`config.mk`:
```
export PLATFORM = sky130hd
export DESIGN_NAME = stack_controller_flat
export DESIGN_NICKNAME = d
export VERILOG_FILES = /design/src/rtl/stack_ctrl_pkg.sv /design/src/rtl/stack_controller_if.sv /design/src/rtl/stack_addr_gen.sv /design/src/rtl/stack_controller.sv /design/src/flat_wrapper.sv
export SDC_FILE = /design/constraint.sdc
export NUM_CORES = 1
export LEC_CHECK = 0
export BUFFER_PORTS_ARGS = -buffer_cell sky130_fd_sc_hd__buf_2
export CAP_MARGIN = 20
export CORE_UTILIZATION = 50
export DETAILED_ROUTE_END_ITERATION = 12
export GPL_TIMING_DRIVEN = 0
export PLACE_DENSITY = 0.87
export SETUP_SLACK_MARGIN = 0.2
export SLEW_MARGIN = 20
export SYNTH_ARGS = -nofsm -noshare
export SYNTH_HDL_FRONTEND = slang
export SYNTH_SLANG_ARGS = --single-unit
```
`constraint.sdc`:
```
create_clock -name clk -period 4.2 [get_ports clk]
set_input_delay 0.63 -clock clk [delete_from_list [all_inputs] [get_ports clk]]
set_output_delay 0.63 -clock clk [all_outputs]
set_load 0.02 [all_outputs]
```
`src/rtl/stack_ctrl_pkg.sv`:
```
// Shared definitions for the memory-stage stack controller: operation
// encodings, FSM states, stack bounds and per-operation word counts.
package stack_ctrl_pkg;

    localparam int          MEM_W    = 16;
    localparam logic [31:0] SP_TOP   = 32'h0000_0FFF;
    localparam logic [31:0] SP_LIMIT = 32'h0000_0800;

    // Pipeline codes 0..5 map one-to-one; OP_INT is internal only and
    // marks an interrupt-entry sequence (codes 6/7 from the pipeline are NOPs).
    typedef enum logic [2:0] {
        OP_NOP  = 3'd0,
        OP_PUSH = 3'd1,
        OP_POP  = 3'd2,
        OP_CALL = 3'd3,
        OP_RET  = 3'd4,
        OP_RTI  = 3'd5,
        OP_INT  = 3'd6
    } op_e;

    typedef enum logic {
        ST_IDLE = 1'b0,
        ST_BUSY = 1'b1
    } state_e;

    function automatic op_e decode_op(input logic [2:0] code);
        case (code)
            3'd1:    return OP_PUSH;
            3'd2:    return OP_POP;
            3'd3:    return OP_CALL;
            3'd4:    return OP_RET;
            3'd5:    return OP_RTI;
            default: return OP_NOP;
        endcase
    endfunction

    function automatic logic [1:0] op_words(input op_e op);
        case (op)
            OP_PUSH, OP_POP: return 2'd1;
            OP_CALL, OP_RET: return 2'd2;
            OP_INT,  OP_RTI: return 2'd3;
            default:         return 2'd0;
        endcase
    endfunction

    function automatic logic op_is_push(input op_e op);
        return (op == OP_PUSH) || (op == OP_CALL) || (op == OP_INT);
    endfunction

endpackage

```
`src/rtl/stack_controller_if.sv`:
```
// Bundle of pipeline, interrupt and data-memory signals around the stack
// controller. master = pipeline/interrupt/memory side, slave = controller.
interface stack_controller_if;
    import stack_ctrl_pkg::*;

    logic             op_valid;
    logic [2:0]       op_code;
    logic [MEM_W-1:0] push_data;
    logic [31:0]      pc_in;
    logic [2:0]       flags_in;
    logic             int_req;
    logic [MEM_W-1:0] mem_rdata;

    logic             op_ack;
    logic             int_ack;
    logic [31:0]      mem_addr;
    logic             mem_we;
    logic             mem_re;
    logic [MEM_W-1:0] mem_wdata;
    logic             stall;
    logic             done;
    logic [MEM_W-1:0] pop_data;
    logic [31:0]      pc_out;
    logic [2:0]       flags_out;
    logic [31:0]      sp_out;
`ifdef STACK_BOUNDS_CHECK_EN
    logic             fault;
`endif

    modport master (
`ifdef STACK_BOUNDS_CHECK_EN
        input  fault,
`endif
        output op_valid, op_code, push_data, pc_in, flags_in, int_req, mem_rdata,
        input  op_ack, int_ack, mem_addr, mem_we, mem_re, mem_wdata,
        input  stall, done, pop_data, pc_out, flags_out, sp_out
    );

    modport slave (
`ifdef STACK_BOUNDS_CHECK_EN
        output fault,
`endif
        input  op_valid, op_code, push_data, pc_in, flags_in, int_req, mem_rdata,
        output op_ack, int_ack, mem_addr, mem_we, mem_re, mem_wdata,
        output stall, done, pop_data, pc_out, flags_out, sp_out
    );

endinterface

```
`src/rtl/stack_addr_gen.sv`:
```
// Stack address generator: pre-decrement for pushes, post-increment for
// pops, both modulo 2^32.
module stack_addr_gen (
    input  logic [31:0] sp,
    input  logic        push,
    output logic [31:0] addr,
    output logic [31:0] next_sp
);

    assign addr    = push ? (sp - 32'd1) : sp;
    assign next_sp = push ? (sp - 32'd1) : (sp + 32'd1);

endmodule

```
`src/rtl/stack_controller.sv`:
```
// Stack sequencer/arbiter: owns SP, runs PUSH/POP/CALL/RET/RTI and interrupt
// entry as one-word memory accesses, stalling the pipeline while busy.
// Optional feature: define STACK_BOUNDS_CHECK_EN for SP bounds checking and
// the fault pulse output.
module stack_controller
    import stack_ctrl_pkg::*;
(
    input  logic               clk,
    input  logic               rst,
    stack_controller_if.slave  bus
);

    state_e           state, next_state;
    op_e              cur_op, req_op;
    logic [1:0]       cnt;
    logic [31:0]      sp, acc_addr, next_sp;
    logic [MEM_W-1:0] push_q, wr_word, pop_q;
    logic [31:0]      pc_q, pc_out_q;
    logic [2:0]       flags_q, flags_out_q;
    logic             req_any, reject, start, active, cur_push;

    assign cur_push = op_is_push(cur_op);

    stack_addr_gen u_addr_gen (
        .sp      (sp),
        .push    (cur_push),
        .addr    (acc_addr),
        .next_sp (next_sp)
    );

    // Arbitration in IDLE: interrupt entry beats the pipeline request.
    always_comb begin
        // NOTE: every signal written here gets a default first so no latch is inferred.
        req_any = (state == ST_IDLE) && !rst && (bus.int_req || bus.op_valid);
        req_op  = bus.int_req ? OP_INT : decode_op(bus.op_code);
        reject  = 1'b0;
`ifdef STACK_BOUNDS_CHECK_EN
        if (op_is_push(req_op))
            reject = (sp < (SP_LIMIT + {30'd0, op_words(req_op)}));
        else if (req_op != OP_NOP)
            reject = (({1'b0, sp} + {31'd0, op_words(req_op)}) > {1'b0, SP_TOP});
`endif
        start = req_any && (req_op != OP_NOP) && !reject;
    end

    // FSM state register.
    always_ff @(posedge clk) begin
        // NOTE: sequential state uses non-blocking assignments so all registers update together.
        if (rst) state <= ST_IDLE;
        else     state <= next_state;
    end

    // FSM next state: leave IDLE on a real accepted op, return after word 0.
    always_comb begin
        next_state = state;
        case (state)
            ST_IDLE: if (start)       next_state = ST_BUSY;
            ST_BUSY: if (cnt == 2'd0) next_state = ST_IDLE;
            default:                  next_state = ST_IDLE;
        endcase
    end

    // Word to write for the current step of a push-type sequence.
    always_comb begin
        wr_word = '0;
        case (cur_op)
            OP_PUSH: wr_word = push_q;
            OP_CALL: wr_word = (cnt == 2'd1) ? pc_q[31:16] : pc_q[15:0];
            OP_INT: begin
                case (cnt)
                    2'd2:    wr_word = pc_q[31:16];
                    2'd1:    wr_word = pc_q[15:0];
                    default: wr_word = {13'd0, flags_q};
                endcase
            end
            default: wr_word = '0;
        endcase
    end

    // FSM outputs: acks in IDLE, strobes/done in BUSY, all forced low by rst.
    always_comb begin
        active        = (state == ST_BUSY) && !rst;
        bus.op_ack    = (state == ST_IDLE) && !rst && bus.op_valid && !bus.int_req;
        bus.int_ack   = (state == ST_IDLE) && !rst && bus.int_req;
        bus.stall     = (state == ST_BUSY);
        bus.done      = active && (cnt == 2'd0);
        bus.mem_we    = active && cur_push;
        bus.mem_re    = active && !cur_push;
        bus.mem_addr  = active ? acc_addr : 32'd0;
        bus.mem_wdata = (active && cur_push) ? wr_word : '0;
    end

    // Operand latch at acceptance, SP step and read-data capture per word.
    always_ff @(posedge clk) begin
        if (rst) begin
            sp          <= SP_TOP;
            cnt         <= 2'd0;
            cur_op      <= OP_NOP;
            push_q      <= '0;
            pc_q        <= '0;
            flags_q     <= '0;
            pop_q       <= '0;
            pc_out_q    <= '0;
            flags_out_q <= '0;
        end else if (state == ST_IDLE) begin
            if (start) begin
                cur_op  <= req_op;
                cnt     <= op_words(req_op) - 2'd1;
                push_q  <= bus.push_data;
                pc_q    <= bus.pc_in;
                flags_q <= bus.flags_in;
            end
        end else begin
            sp  <= next_sp;
            cnt <= cnt - 2'd1;
            case (cur_op)
                OP_POP: pop_q <= bus.mem_rdata;
                OP_RET: begin
                    if (cnt == 2'd1) pc_out_q[15:0]  <= bus.mem_rdata;
                    else             pc_out_q[31:16] <= bus.mem_rdata;
                end
                OP_RTI: begin
                    case (cnt)
                        2'd2:    flags_out_q     <= bus.mem_rdata[2:0];
                        2'd1:    pc_out_q[15:0]  <= bus.mem_rdata;
                        default: pc_out_q[31:16] <= bus.mem_rdata;
                    endcase
                end
                default: ;
            endcase
        end
    end

`ifdef STACK_BOUNDS_CHECK_EN
    logic fault_q;

    // Fault pulses the cycle after a rejected acceptance.
    always_ff @(posedge clk) begin
        if (rst) fault_q <= 1'b0;
        else     fault_q <= req_any && reject;
    end

    assign bus.fault = fault_q;
`endif

    assign bus.sp_out    = sp;
    assign bus.pop_data  = pop_q;
    assign bus.pc_out    = pc_out_q;
    assign bus.flags_out = flags_out_q;

endmodule

```
`src/flat_wrapper.sv`:
```
// flat-port wrapper written by rule: the top's interface ports become plain ports
module stack_controller_flat import stack_ctrl_pkg::*;
  (clk, rst, bus_op_valid, bus_op_code, bus_push_data, bus_pc_in, bus_flags_in, bus_int_req, bus_mem_rdata, bus_op_ack, bus_int_ack, bus_mem_addr, bus_mem_we, bus_mem_re, bus_mem_wdata, bus_stall, bus_done, bus_pop_data, bus_pc_out, bus_flags_out, bus_sp_out);
  stack_controller_if bus_i ();
  input  logic clk;
  input  logic rst;
  input wire logic [$bits(bus_i.op_valid)-1:0] bus_op_valid;
  input wire logic [$bits(bus_i.op_code)-1:0] bus_op_code;
  input wire logic [$bits(bus_i.push_data)-1:0] bus_push_data;
  input wire logic [$bits(bus_i.pc_in)-1:0] bus_pc_in;
  input wire logic [$bits(bus_i.flags_in)-1:0] bus_flags_in;
  input wire logic [$bits(bus_i.int_req)-1:0] bus_int_req;
  input wire logic [$bits(bus_i.mem_rdata)-1:0] bus_mem_rdata;
  output wire logic [$bits(bus_i.op_ack)-1:0] bus_op_ack;
  output wire logic [$bits(bus_i.int_ack)-1:0] bus_int_ack;
  output wire logic [$bits(bus_i.mem_addr)-1:0] bus_mem_addr;
  output wire logic [$bits(bus_i.mem_we)-1:0] bus_mem_we;
  output wire logic [$bits(bus_i.mem_re)-1:0] bus_mem_re;
  output wire logic [$bits(bus_i.mem_wdata)-1:0] bus_mem_wdata;
  output wire logic [$bits(bus_i.stall)-1:0] bus_stall;
  output wire logic [$bits(bus_i.done)-1:0] bus_done;
  output wire logic [$bits(bus_i.pop_data)-1:0] bus_pop_data;
  output wire logic [$bits(bus_i.pc_out)-1:0] bus_pc_out;
  output wire logic [$bits(bus_i.flags_out)-1:0] bus_flags_out;
  output wire logic [$bits(bus_i.sp_out)-1:0] bus_sp_out;
  assign bus_i.op_valid = bus_op_valid;
  assign bus_i.op_code = bus_op_code;
  assign bus_i.push_data = bus_push_data;
  assign bus_i.pc_in = bus_pc_in;
  assign bus_i.flags_in = bus_flags_in;
  assign bus_i.int_req = bus_int_req;
  assign bus_i.mem_rdata = bus_mem_rdata;
  assign bus_op_ack = bus_i.op_ack;
  assign bus_int_ack = bus_i.int_ack;
  assign bus_mem_addr = bus_i.mem_addr;
  assign bus_mem_we = bus_i.mem_we;
  assign bus_mem_re = bus_i.mem_re;
  assign bus_mem_wdata = bus_i.mem_wdata;
  assign bus_stall = bus_i.stall;
  assign bus_done = bus_i.done;
  assign bus_pop_data = bus_i.pop_data;
  assign bus_pc_out = bus_i.pc_out;
  assign bus_flags_out = bus_i.flags_out;
  assign bus_sp_out = bus_i.sp_out;
  stack_controller u_core (.clk(clk), .rst(rst), .bus(bus_i));
endmodule
```
# ---- Yosys cells after proc, flatten, opt, wreduce, memory -nomap -nowiden
# Index checks and enable logic that the tools add are counted.
dict set report totals {
  reg_bits 140
  input_bits 74
  out_inout_bits 137
  elab_cells 88
}
dict set report classes {
  n_addsub 4
  n_eq_ne 21
  n_mux 22
  bitwise 1
  n_reduce_logical 29
}
# op n
set op_table {}
lappend op_table {{32-bit two-way mux} 3}
lappend op_table {{16-bit two-way mux} 5}
lappend op_table {{32-bit one-hot mux with 2 select lines} 1}
lappend op_table {{16-bit one-hot mux with 3 select lines} 1}
lappend op_table {{32-bit by 1-bit adder with 32-bit output, second input constant} 1}
lappend op_table {{16-bit one-hot mux with 2 select lines} 1}
lappend op_table {{32-bit by 1-bit subtractor with 32-bit output, second input constant} 1}
lappend op_table {{3-bit equality test, second input constant} 8}
lappend op_table {{3-bit by 2-bit equality test with 1-bit output, second input constant} 6}
lappend op_table {{3-bit one-hot mux with 5 select lines} 1}
lappend op_table {{1-bit logical AND} 10}
lappend op_table {{2-bit two-way mux} 5}
lappend op_table {{3-bit by 1-bit equality test with 1-bit output, second input constant} 3}
lappend op_table {{2-bit OR reduction} 4}
lappend op_table {{2-bit one-hot mux with 3 select lines} 1}
lappend op_table {{2-bit AND reduction} 3}
lappend op_table {{2-bit inequality test, second input constant} 2}
lappend op_table {{4-bit AND reduction} 1}
lappend op_table {{2-bit nonzero test} 2}
lappend op_table {{2-bit by 1-bit subtractor with 2-bit output, second input constant} 2}
lappend op_table {{1-bit logical NOT} 3}
lappend op_table {{1-bit logical OR} 3}
lappend op_table {{3-bit two-way mux} 1}
lappend op_table {{3-bit AND reduction} 1}
lappend op_table {{7 further kinds} 8}

# ---- Longest topological paths before layout
# Gate-level depths: netlist of run 1.
dict set report logic_depth {
  depth_word 12
  depth_mapped 9
  depth_no_buf 7
}

# ---- Modules after synthesis
# Synthesis of run 1 repeated with hierarchy kept, for this count alone.
dict set report hier_totals {
  cells_unflattened 987
  hier_area_um2 7903.8
}
# module instances cells_per_inst area_each_um2 seq_area_each_um2
set modules_own_cells {}
lappend modules_own_cells {stack_controller 1 744 6337.3 2802.7}
lappend modules_own_cells {stack_addr_gen 1 243 1566.5 0.0}

# ---- Worst setup path after synthesis of run 1
# Ideal clock, no wire load.
dict set report synth_path {
  path_type {register to output}
  startpoint {register u_core.sp[14], in the netlist u_core.bus.sp_out[14]}
  endpoint {output port bus_mem_addr[22]}
  arrival_time_ps 2906
  t_required_ps 3570
  setup_slack_ps 664
  path_stages_with_launch 8
  n_path_buf 2
  path_cell_list {dfxtp_1 buf_6 or4_1 or4_1 buf_2 or3_4 or4_1 a21oi_1}
}
dict set report synth_via {
  elab_chain_cells 3
}
# element line_no
set synth_rtl {}
lappend synth_rtl {{start: declaration} stack_controller.sv:16} ;# logic [31:0] sp, acc_addr, next_sp;
lappend synth_rtl {{start signal: assignment} stack_controller.sv:114} ;# sp <= next_sp;
lappend synth_rtl {{32-bit by 1-bit subtractor with 32-bit output} stack_addr_gen.sv:10} ;# assign addr = push ? (sp - 32'd1) : sp;
lappend synth_rtl {{32-bit two-way mux} stack_addr_gen.sv:10}
lappend synth_rtl {{32-bit two-way mux} stack_controller.sv:89} ;# bus.mem_addr = active ? acc_addr : 32'd0;
lappend synth_rtl {{end: declaration} flat_wrapper.sv:16} ;# output wire logic [$bits(bus_i.mem_addr)-1:0] bus_mem_addr;
# Every way passes these cells.

# ---- Worst setup path in the final report of run 1
dict set report layout_path {
  startpoint {register u_core.sp[8], in the netlist u_core.bus.sp_out[8]}
  endpoint {output port bus_mem_addr[22]}
}
# Same word-level chain as after synthesis.

==> results of run 1 <==
==> worst max-delay path by stage <==
stage	cells past startpoint	endpoint	slack, ns	from
finish	9	bus_mem_addr[22]	0.29	u_core.bus.sp_out[8]$_SDFFE_PP1P_
detailed placement	9	bus_mem_wdata[14]	0.60	u_core.bus.stall$_SDFF_PP0_
global placement	9	bus_mem_wdata[14]	0.63	u_core.bus.stall$_SDFF_PP0_
global route	9	bus_mem_addr[22]	0.19	u_core.bus.sp_out[8]$_SDFFE_PP1P_
CTS	9	bus_mem_addr[22]	0.20	u_core.bus.sp_out[8]$_SDFFE_PP1P_
floorplan	7	bus_mem_addr[22]	0.66	u_core.bus.sp_out[14]$_SDFFE_PP0P_
==> power groups by stage <==
stage	Clock, W	Sequential, W	Combinational [W]
6_report	0.00160	0.00146	0.000656
5_1_grt	0.00165	0.00147	0.000711
4_1_cts	0.00159	0.00146	0.000640
3_5_place_dp	0	0.00148	0.000635
3_3_place_gp	0	0.00148	0.000624
2_1_floorplan	0	0.00151	0.000379
==> flip-flops by register name (all words and copies together) (netlist names) <==
| register | cells |
|---|---|
| u_core.bus.flags_out | 3 |
| u_core.bus.pc_out | 32 |
| u_core.bus.pop_data | 16 |
| u_core.bus.sp_out | 32 |
| u_core.bus.stall | 1 |
| u_core.cnt | 2 |
| u_core.cur_op | 3 |
| u_core.flags_q | 3 |
| u_core.pc_q | 32 |
| u_core.push_q | 16 |
==> worst max-delay path, cell delays in order (launching register included) <==
cell,delay [ns]
dfxtp_1,0.32
buf_6,0.13
or4_4,0.51
buf_6,0.15
or4_4,0.48
buf_6,0.14
or3_4,0.39
or4_4,0.44
a21oi_4,0.15
buf_6,0.14
==> area by class of cell <==
cell class / count / share of cell area, %
Antenna cell: 2 / 0.0532
Buffer: 87 / 3.85
Clock buffer: 17 / 4.52
Clock inverter: 15 / 2.02
Inverter: 16 / 0.638
Multi-Input combinational cell: 754 / 45.4
Sequential cell: 140 / 29.8
Tap cell: 184 / 2.45
Timing Repair Buffer: 211 / 11.3
==> per-layer routing <==
layer / vias to the layer above / share of wire (%)
met5: - / 0.086
met4: 4 / 3.8
met3: 90 / 10
met2: 552 / 47
met1: 3926 / 39
li1: 3940 / -
==> logic make-up (layout without fill, tap and decap cells) <==
family,count (synthesis),count (layout),synth area share (%)
AND/OR/NAND/NOR,470,470,29.3
XOR/XNOR,30,30,3.53
multiplexers,48,48,6.63
buffers and inverters,103,346,5.45
flip-flops,140,140,37.7
adder cells (fa/ha/maj),7,7,1.18
other,0,2,0
AO/OA/AOI/OAI,199,199,16.2
==> through the flow <==
| step | power [W] | setup slack (ns) | cells | utilization (%) | hold slack (ns) |
|---|---|---|---|---|---|
| 6_report | 0.00371 | 0.286 | 1426 | 64.8 | 0.429 |
| 2_1_floorplan | 0.00189 | 0.664 | 997 | - | 0.433 |
| 3_5_place_dp | 0.00212 | 0.602 | 1391 | 60.0 | 0.443 |
| 4_1_cts | 0.00369 | 0.204 | 1423 | 64.3 | 0.425 |
| 5_1_grt | 0.00383 | 0.193 | 1424 | 64.7 | 0.442 |
| 3_3_place_gp | 0.00210 | 0.626 | 1391 | 60.0 | 0.440 |
==> cells in the final DEF (no fill, tap or decap), drive strengths merged, types with 7 or more instances in the layout <==
cell,synthesis,routed
a211oi,7,7
a21oi,118,118
a221oi,15,15
and3,10,10
buf,6,217
clkbuf,81,98
dfxtp,140,140
ha,7,7
inv,16,27
mux2,10,10
mux2i,38,38
nand2,204,204
nand3,24,24
nand4,19,19
nor2,104,104
nor2b,12,12
nor3,24,24
nor4,16,16
o21ai,16,16
or3,19,19
or4,13,13
xnor2,19,19
xor2,11,11
==> timing repair <==
item,CTS,global route
gates resized for setup,2,21
buffers inserted,0,1
hold buffers,0,0
pin swaps,0,1
gates cloned,0,0
endpoints found under the setup margin,6,13
==> metrics.md, run 1 <==
| Metric | Value |
|---|---|
| Final number of hold-violating endpoints | 0 |
| Max Clk Rate | 256 MHz |
| Crit Path Class | register to output pin |
| Worst path arrival time | 3.28 ns |
| DR pass1 iterations | 7 |
| Final WL | 25500 µm |
| Combinational group share of total power | 17.7% |
| Part of the power in the clock network | 43.0% |
| Hold Path Cell Cnt | 3 |
| Final setup fails | 0 |
| Critical path peak fanout | 9 |
| Sequential share of the synthesized area | 37.7% |
| WL/cell | 17.9 µm |
| Sw Ratio | 32.1% |
| Peak VDD IR | 0.000325 V |
| Area grow syn2layout | 26.6% |
| CTS Buffer Depth | 2 |
| Filler Cells Inserted | 1267 |
| Period utilization | 93.2% |
| Slew @ Worst Pin | 1.24 ns |
| Met1 Use GR | 41.3% |
| I/O pin count | 211 |
| CTS Buf Count | 17 |
| NumNets Final | 1308 |
| RSZ-0062 raised after global routing | false |
| Die Y | 124 µm |
| Worst Hold End | u_core.pc_q[8]$_SDFFE_PP0P_ |
| Initial Util | 51.1% |
| Top cells by count, synth | 204 x nand2_1, 140 x dfxtp_1, 118 x a21oi_1 |
| Initial antenna violation count | 3 |
| Detail Route Antenna Nets | 0 |
| Switch Pwr | 0.00119 W |
| Number of synthesis warnings | 0 |
| GRT overflow | 0 |
| Met2 usage | 53.8% |
| Initial DRC Count | 940 |
| DIE AREA | 15400 µm² |
| Cell with the most instances after synthesis | nand2_1 |
| Synth Instances | 997 |
| Num Clock Sinks | 140 |
| Via-per-instance ratio | 5.97 |
| Cell Int Power | 0.00252 W |
| Setup Skew | 0.00500 ns |
| Syn avg cell area | 7.46 µm² |
| CTS root buf | clkbuf_16 |
| Hold Startpoint | bus_pc_in[8] |
| Top Usage Layer GRT | met2 |
| Routability Congestion | 0.991 |
| H-Tree Depth | 4 |
| Max_cap viols | 0 |
| Post-synth EDFFs | 0 |
| TNS Setup | 0 ns |
| Synth cell types | 61 |
| Vias in the first global route | 7609 |
| Core Region | 14500 µm² |
| DPL Wire Length | 18300 µm |
| Clk_lat worst skew | 0.44 ns |
| Vias post-DR | 8512 |
| Synth area leaders | dfxtp_1 38%, nand2_1 10%, a21oi_1 7.9% |
| Row Count | 44 |
| Crit. End Element | output pin |
| HP Class | input port to register |
| GRT Total Usage | 33.4% |
| WP data required | 3.57 ns |
| End of the worst register-to-register path | u_core.bus.sp_out[7]$_SDFFE_PP1P_ |
| Reg-to-Reg Start | u_core.cur_op[0]$_SDFFE_PP0P_ |
| Syn_nets | 1078 |
| First-pass GRT wire length | 39100 µm |
| Synth Flop Type | dfxtp_1 |
| Lkg Pwr | 3.88 nW |
| Post-synth ARST share | 0% |
| Seq pwr share | 39.3% |
| Seq. cell area | 2800 µm² |
| Largest net degree at the start of global routing | 17 |
| Status | finished clean |
| # port buffers | 210 |
| Met3 Use GR | 8.24% |
| Relative slew slack | 16.7% |
| Post-route cell area | 9410 µm² |
| Clock slew at reported path FFs | 0.07 ns |
| Remaining DRCs | 0 |
| Reg2Reg Depth | 7 |
| Power per Cell Area | 394 nW/µm² |
| Cell area after synthesis | 7430 µm² |
| Minimum clock period | 3.91 ns |
| Worst reg-to-reg setup slack | 0.97 ns |
| Max Transition Viols Final | 0 |
| Area after DPL | 8720 µm² |
| Die Wd | 124 µm |
| CTS tree | done |
| Area of the multi-input gates | 4270 µm² |
| Yosys reg bits | 140 |
| CP Launch Type | register |
| Area leader, netlist | dfxtp_1 |
| Top-area cell type share of the netlist area | 37.7% |
| Layout cell share with drive strength beyond 1 | 22.7% |
(Power assumes the default switching activity.)
==> run 2, diff against run 1 <==
--- a/config.mk
+++ b/config.mk
@@ -7,10 +7,10 @@
 export LEC_CHECK = 0
 export BUFFER_PORTS_ARGS = -buffer_cell sky130_fd_sc_hd__buf_2
 export CAP_MARGIN = 20
-export CORE_UTILIZATION = 50
+export CORE_UTILIZATION = 45
 export DETAILED_ROUTE_END_ITERATION = 12
 export GPL_TIMING_DRIVEN = 0
-export PLACE_DENSITY = 0.87
+export PLACE_DENSITY = 0.81
 export SETUP_SLACK_MARGIN = 0.2
 export SLEW_MARGIN = 20
 export SYNTH_ARGS = -nofsm -noshare
==> run 2 against run 1 <==
Effect of this change:
- the flow now finishes with violations (design-rule violations)
- wire length down 1.2%
- sequential share of layout area down 0.092 points
- sequential power about the same
- die area up 11%
- worst hold slack better by 0.014 ns
- critical path type unchanged
- setup slack worse by 0.0025 ns
- count of clock-buffer cells in the layout up 3
- critical path depth down 1
- combinational power about the same
- cell area up 0.27%
- sequential cell count unchanged
==> metrics.md, run 2 (same netlist as run 1, synthesis figures left out) <==
| Metric | Value |
|---|---|
| Peak VDD IR | 0.000252 V (was 0.000325 V) |
| Period utilization | 93.2% (about the same) |
| Area grow syn2layout | 27.0% (was 26.6%) |
| Final WL | 25200 µm (was 25500 µm) |
| Post-CTS Hold Buffers | 0 (unchanged) |
| Relative slew slack | 37.6% (was 16.7%) |
| Post-route setup slack | 0.284 ns (was 0.286 ns) |
| GRT Total Usage | 29.2% (was 33.4%) |
| Slew @ Worst Pin | 0.912 ns (was 1.24 ns) |
| Tot Pwr | 0.00371 W (about the same) |
| Initial antenna violation count | 2 (was 3) |
| # port buffers | 210 (unchanged) |
| NumNets Final | 1307 (was 1308) |
| Post-Place Worst Slack | 0.609 ns (was 0.602 ns) |
| Setup Skew | 0.0121 ns (was 0.00500 ns) |
| Lkg Pwr | 3.87 nW (was 3.88 nW) |
| Critical path peak fanout | 8 (was 9) |
| Die Wd | 131 µm (was 124 µm) |
| Max Transition Viols Final | 0 (unchanged) |
| Initial DRC Count | 879 (was 940) |
| CP Launch Type | register (unchanged) |
| Vias in the first global route | 7237 (was 7609) |
| Initial Util | 46.5% (was 51.1%) |
| GRT overflow | 0 (unchanged) |
| Status | complete, but fails checks (was finished clean) |
| Max_cap viols | 0 (unchanged) |
| Clk_lat worst skew | 0.43 ns (was 0.44 ns) |
| DPL Wire Length | 18700 µm (was 18300 µm) |
| Most frequent cells in the layout | 210 x buf_2, 204 x nand2_1, 140 x dfxtp_1, 117 x a21oi_1, 104 x nor2_1 (was 210 x buf_2, 204 x nand2_1, 139 x dfxtp_1, 117 x a21oi_1, 104 x nor2_1) |
| Row Count | 46 (was 44) |
| Failing checks | design-rule violations |
| Worst reg-to-reg setup slack | 1.26 ns (was 0.97 ns) |
| First-pass GRT wire length | 38200 µm (was 39100 µm) |
| Crit. End Element | output pin (unchanged) |
| Via-per-instance ratio | 5.71 (was 5.97) |
| Post-route cell area | 9440 µm² (was 9410 µm²) |
| Final setup fails | 0 (unchanged) |
| WP data required | 3.57 ns (about the same) |
| Remaining DRCs | 2 (was 0) |
| TNS Setup | 0 ns (unchanged) |
| Minimum clock period | 3.92 ns (was 3.91 ns) |
| CTS Buffer Depth | 2 (unchanged) |
| Core Util, Final | 59.0% (was 64.8%) |
| Vias post-DR | 8321 (was 8512) |
| CTS tree | done (unchanged) |
| Clock slew at reported path FFs | 0.06 ns (was 0.07 ns) |
| H-Tree Depth | 4 (unchanged) |
| Die Y | 131 µm (was 124 µm) |
| RSZ-0062 raised after global routing | false (unchanged) |
| WL/cell | 17.3 µm (was 17.9 µm) |
| Power per Cell Area | 393 nW/µm² (was 394 nW/µm²) |
| I/O pin count | 211 (unchanged) |
| Area after DPL | 8760 µm² (was 8720 µm²) |
| HP Class | input port to register (unchanged) |
| DIE AREA | 17000 µm² (was 15400 µm²) |
| Crit Path Class | register to output pin (unchanged) |
| CTS root buf | clkbuf_16 (unchanged) |
| Worst path arrival time | 3.29 ns (was 3.28 ns) |
| Detail Route Antenna Nets | 0 (unchanged) |
| Largest net degree at the start of global routing | 17 (unchanged) |
| CTS Buf Count | 17 (unchanged) |
| Num Clock Sinks | 140 (unchanged) |
| Routability Congestion | 0.963 (was 0.991) |
| Final number of hold-violating endpoints | 0 (unchanged) |
| DR pass1 iterations | 10 (was 7) |
| Max Clk Rate | 255 MHz (was 256 MHz) |
| Most common cell after layout, fill and taps aside | buf_2 (unchanged) |
| Core Region | 16000 µm² (was 14500 µm²) |
| Layout cell share with drive strength beyond 1 | 22.4% (was 22.7%) |
[run 2: critical path, stage by stage, from the launching register on]
cell     delay [ns]
dfxtp_1        0.40
or4_4          0.57
buf_6          0.15
or4_1          0.46
buf_4          0.17
or3_4          0.38
or4_4          0.43
a21oi_2        0.16
buf_6          0.14
[run 2: cell type report]
type,instances,area (µm²)
antenna,2,5.00
buffer,87,359
clock buffer,20,447
clock inverter,12,173
fill,1542,6560
inverter,16,60.1
multi-input combinational,754,4270
sequential,140,2800
tap,216,270
timing repair buffer,210,1060
[run 2: where the power goes]
| group | switching, W | internal, W | total [W] |
|---|---|---|---|
| clock network | 0.000626 | 0.000969 | 0.00159 |
| logic | 0.000438 | 0.000218 | 0.000656 |
| registers | 0.0000668 | 0.00139 | 0.00146 |
| total | 0.00113 | 0.00258 | 0.00371 |
[run 2: path summary, 6_finish.rpt]
check / start / to / cells after the start
worst min register to register: u_core.bus.pc_out[9]$_SDFFE_PP0P_ / u_core.bus.pc_out[9]$_SDFFE_PP0P_ / 2
worst max-delay path: u_core.bus.sp_out[11]$_SDFFE_PP1P_ / bus_mem_addr[22] / 8
worst max register to register: u_core.cur_op[0]$_SDFFE_PP0P_ / u_core.bus.sp_out[12]$_SDFFE_PP0P_ / 8
worst min-delay path: bus_pc_in[9] / u_core.pc_q[9]$_SDFFE_PP0P_ / 3
[run 2: through the flow]
stage | instances | hold slack, ns
2_1_floorplan | 997 | 0.433
3_3_place_gp | 1423 | 0.438
3_5_place_dp | 1423 | 0.443
4_1_cts | 1455 | 0.438
5_1_grt | 1455 | 0.438
6_report | 1457 | 0.442
[run 2: repair_timing]
action                     4_1_cts  5_1_grt
gates resized for setup          1       18
cloned                           0        0
setup buffers                    0        0
pin swaps                        0        1
setup endpoints to repair        7       12
[run 2: per-layer routing]
metal  GRT usage [%]  wire length, µm  share of wire, %
met1            35.8            10100                40
met2            49.0            11900                47
met3            6.96             2340               9.3
met4            12.4              851               3.4
met5               0                0                 0
==> run 3, diff against run 2 <==
==> constraint.sdc (replaced) <==
create_clock -name clk -period 4.2 [get_ports clk]
set_input_delay 0.63 -clock clk [delete_from_list [all_inputs] [get_ports clk]]
set_output_delay 0.63 -clock clk [all_outputs]
set_load 0.005 [all_outputs]
==> run 3 against run 2 <==
Effect of this change:
- the flow now finishes without violations
- power decreased by 1.5%
- critical path depth unchanged
- worst hold slack better by 0.0036 ns
- via count decreased by 0.11%
- cell area fell by 0.17%
- wire length about the same
- maximum frequency rose by 0.97%
- final cell count hardly changed
- sequential cell count unchanged
- combinational power decreased by 8.4%
- sequential share of layout area increased by 0.051 points
- clock power barely moved
- critical endpoint unchanged
- largest cell class unchanged
==> metrics.md, run 3 (same netlist as run 1, synthesis figures left out) <==
| Metric | Value |
|---|---|
| Die Y | 131 µm (unchanged) |
| Die Wd | 131 µm (unchanged) |
| WL/cell | 17.3 µm (about the same) |
| Post-route cell area | 9420 µm² (was 9440 µm²) |
| CP Launch Type | register (unchanged) |
| Max_cap viols | 0 (unchanged) |
| Critical path peak fanout | 8 (unchanged) |
| Crit Path Class | register to output pin (unchanged) |
| GRT Total Usage | 29.2% (about the same) |
| Most frequent cells in the layout | 211 x buf_2, 204 x nand2_1, 140 x dfxtp_1, 117 x a21oi_1, 104 x nor2_1 (was 210 x buf_2, 204 x nand2_1, 140 x dfxtp_1, 117 x a21oi_1, 104 x nor2_1) |
| DIE AREA | 17000 µm² (unchanged) |
| Vias in the first global route | 7230 (was 7237) |
| Peak VDD IR | 0.000250 V (was 0.000252 V) |
| Worst path arrival time | 3.25 ns (was 3.29 ns) |
| Slew @ Worst Pin | 0.905 ns (was 0.912 ns) |
| Initial Util | 46.5% (unchanged) |
| Initial antenna violation count | 2 (unchanged) |
| Clock slew at reported path FFs | 0.06 ns (about the same) |
| Slowest Stage Delay on Critical Path | 0.56 ns (was 0.57 ns) |
| RSZ-0062 raised after global routing | false (unchanged) |
| Max Clk Rate | 258 MHz (was 255 MHz) |
| Tot Pwr | 0.00366 W (was 0.00371 W) |
| Period utilization | 92.4% (was 93.2%) |
| CP max-delay cell | or4_1 (was or4_4) |
| Via-per-instance ratio | 5.70 (was 5.71) |
| Final setup fails | 0 (unchanged) |
| Area grow syn2layout | 26.8% (was 27.0%) |
| DR pass1 iterations | 7 (was 10) |
| I/O pin count | 211 (unchanged) |
| TNS Setup | 0 ns (unchanged) |
| Max Transition Viols Final | 0 (unchanged) |
| HP Class | input port to register (unchanged) |
| DPL Wire Length | 18700 µm (unchanged) |
| Filler Cells Inserted | 1544 (was 1542) |
| Minimum clock period | 3.88 ns (was 3.92 ns) |
| Largest net degree at the start of global routing | 17 (unchanged) |
| Relative slew slack | 38.1% (was 37.6%) |
| Crit. End Element | output pin (unchanged) |
| Routability Congestion | 0.963 (unchanged) |
| Num Clock Sinks | 140 (unchanged) |
| Critical path cell sequence | or4_1 > buf_4 > or4_1 > buf_4 > or3_4 > or4_4 > a21oi_2 > buf_2 (was or4_4 > buf_6 > or4_1 > buf_4 > or3_4 > or4_4 > a21oi_2 > buf_6) |
| Layout cell share with drive strength beyond 1 | 22.1% (was 22.4%) |
| Final number of hold-violating endpoints | 0 (unchanged) |
| Remaining DRCs | 0 (was 2) |
| # port buffers | 210 (unchanged) |
| GRT overflow | 0 (unchanged) |
| Lkg Pwr | 3.86 nW (was 3.87 nW) |
| WP data required | 3.57 ns (about the same) |
| Area after DPL | 8760 µm² (unchanged) |
| Most common cell after layout, fill and taps aside | buf_2 (unchanged) |
| Vias post-DR | 8312 (was 8321) |
| CTS Buffer Depth | 2 (unchanged) |
| Core Util, Final | 58.9% (was 59.0%) |
| Status | finished clean (was complete, but fails checks) |
| NumNets Final | 1307 (unchanged) |
| H-Tree Depth | 4 (unchanged) |
| First-pass GRT wire length | 38200 µm (about the same) |
| CTS Buf Count | 17 (unchanged) |
| Power per Cell Area | 388 nW/µm² (was 393 nW/µm²) |
| Initial DRC Count | 887 (was 879) |
| Clk_lat worst skew | 0.42 ns (was 0.43 ns) |
| Final WL | 25200 µm (about the same) |
| Detail Route Antenna Nets | 0 (unchanged) |
| Row Count | 46 (unchanged) |
| Core Region | 16000 µm² (unchanged) |
| Setup Skew | 0.00939 ns (was 0.0121 ns) |
| CTS root buf | clkbuf_16 (unchanged) |
| CTS tree | done (unchanged) |
-- run 3: cell types whose count changed in the layout (fill, tap and decap cells not counted), sizes merged --
cell	change
diode	+1
-- run 3: path summary, 6_finish.rpt --
path / cells after the start / startpoint / slack (ns) / end
worst max-delay path: 8 / u_core.bus.sp_out[11]$_SDFFE_PP1P_ / 0.32 / bus_mem_addr[22]
worst min-delay path: 3 / bus_pc_in[9] / 0.45 / u_core.pc_q[9]$_SDFFE_PP0P_
worst max register to register: 8 / u_core.cur_op[0]$_SDFFE_PP0P_ / 1.27 / u_core.bus.sp_out[12]$_SDFFE_PP0P_
worst min register to register: 2 / u_core.bus.pc_out[9]$_SDFFE_PP0P_ / 0.45 / u_core.bus.pc_out[9]$_SDFFE_PP0P_
-- run 3: what timing repair did --
action,4_1_cts,5_1_grt
setup buffers,0,0
hold endpoints to repair,0,0
pin swaps,0,1
endpoints found under the setup margin,4,11
gates resized for setup,1,11
hold buffers,0,0
-- run 3: critical path, delay by kind of cell (launching register included) --
family / cells / cell delay [ns]
simple gates: 4 / 1.83
compound gates: 1 / 0.12
flops: 1 / 0.40
buf+inv: 3 / 0.48
-- run 3: final cells by class --
| type | count | area, µm² | area share [%] |
|---|---|---|---|
| diodes | 3 | 7.51 | 0.0797 |
| plain buffers | 87 | 354 | 3.76 |
| clock buffers | 20 | 447 | 4.74 |
| clock inverters | 12 | 173 | 1.83 |
| inverters | 16 | 60.1 | 0.637 |
| multi-input cells | 754 | 4260 | 45.2 |
| flip-flops and latches | 140 | 2800 | 29.7 |
| well taps | 216 | 270 | 2.87 |
| repair buffers | 210 | 1050 | 11.2 |
-- run 3: through the flow --
step                      std cells  worst slack [ns]  hold slack (ns)
after floorplan                 997             0.956            0.433
after global placement         1423             0.678            0.438
after detailed placement       1423             0.642            0.443
after CTS                      1455             0.292            0.438
after global routing           1455             0.198            0.438
final                          1458             0.321            0.446
-- run 3: routing by layer --
layer | vias to the layer above | GRT usage, % | routed length, µm
li1 | 3940 | - | -
met1 | 3833 | 35.8 | 10000
met2 | 484 | 48.9 | 12000
met3 | 55 | 6.88 | 2440
met4 | 0 | 12.6 | 751
met5 | - | 0 | 0
-- run 3: where the power goes --
part           switching [W]  total, W  leakage, nW  internal [W]
logic               0.000384  0.000601         2.42      0.000217
clock network       0.000625   0.00159        0.300      0.000969
registers          0.0000659   0.00146         1.14       0.00139
total                0.00108   0.00366         3.86       0.00258
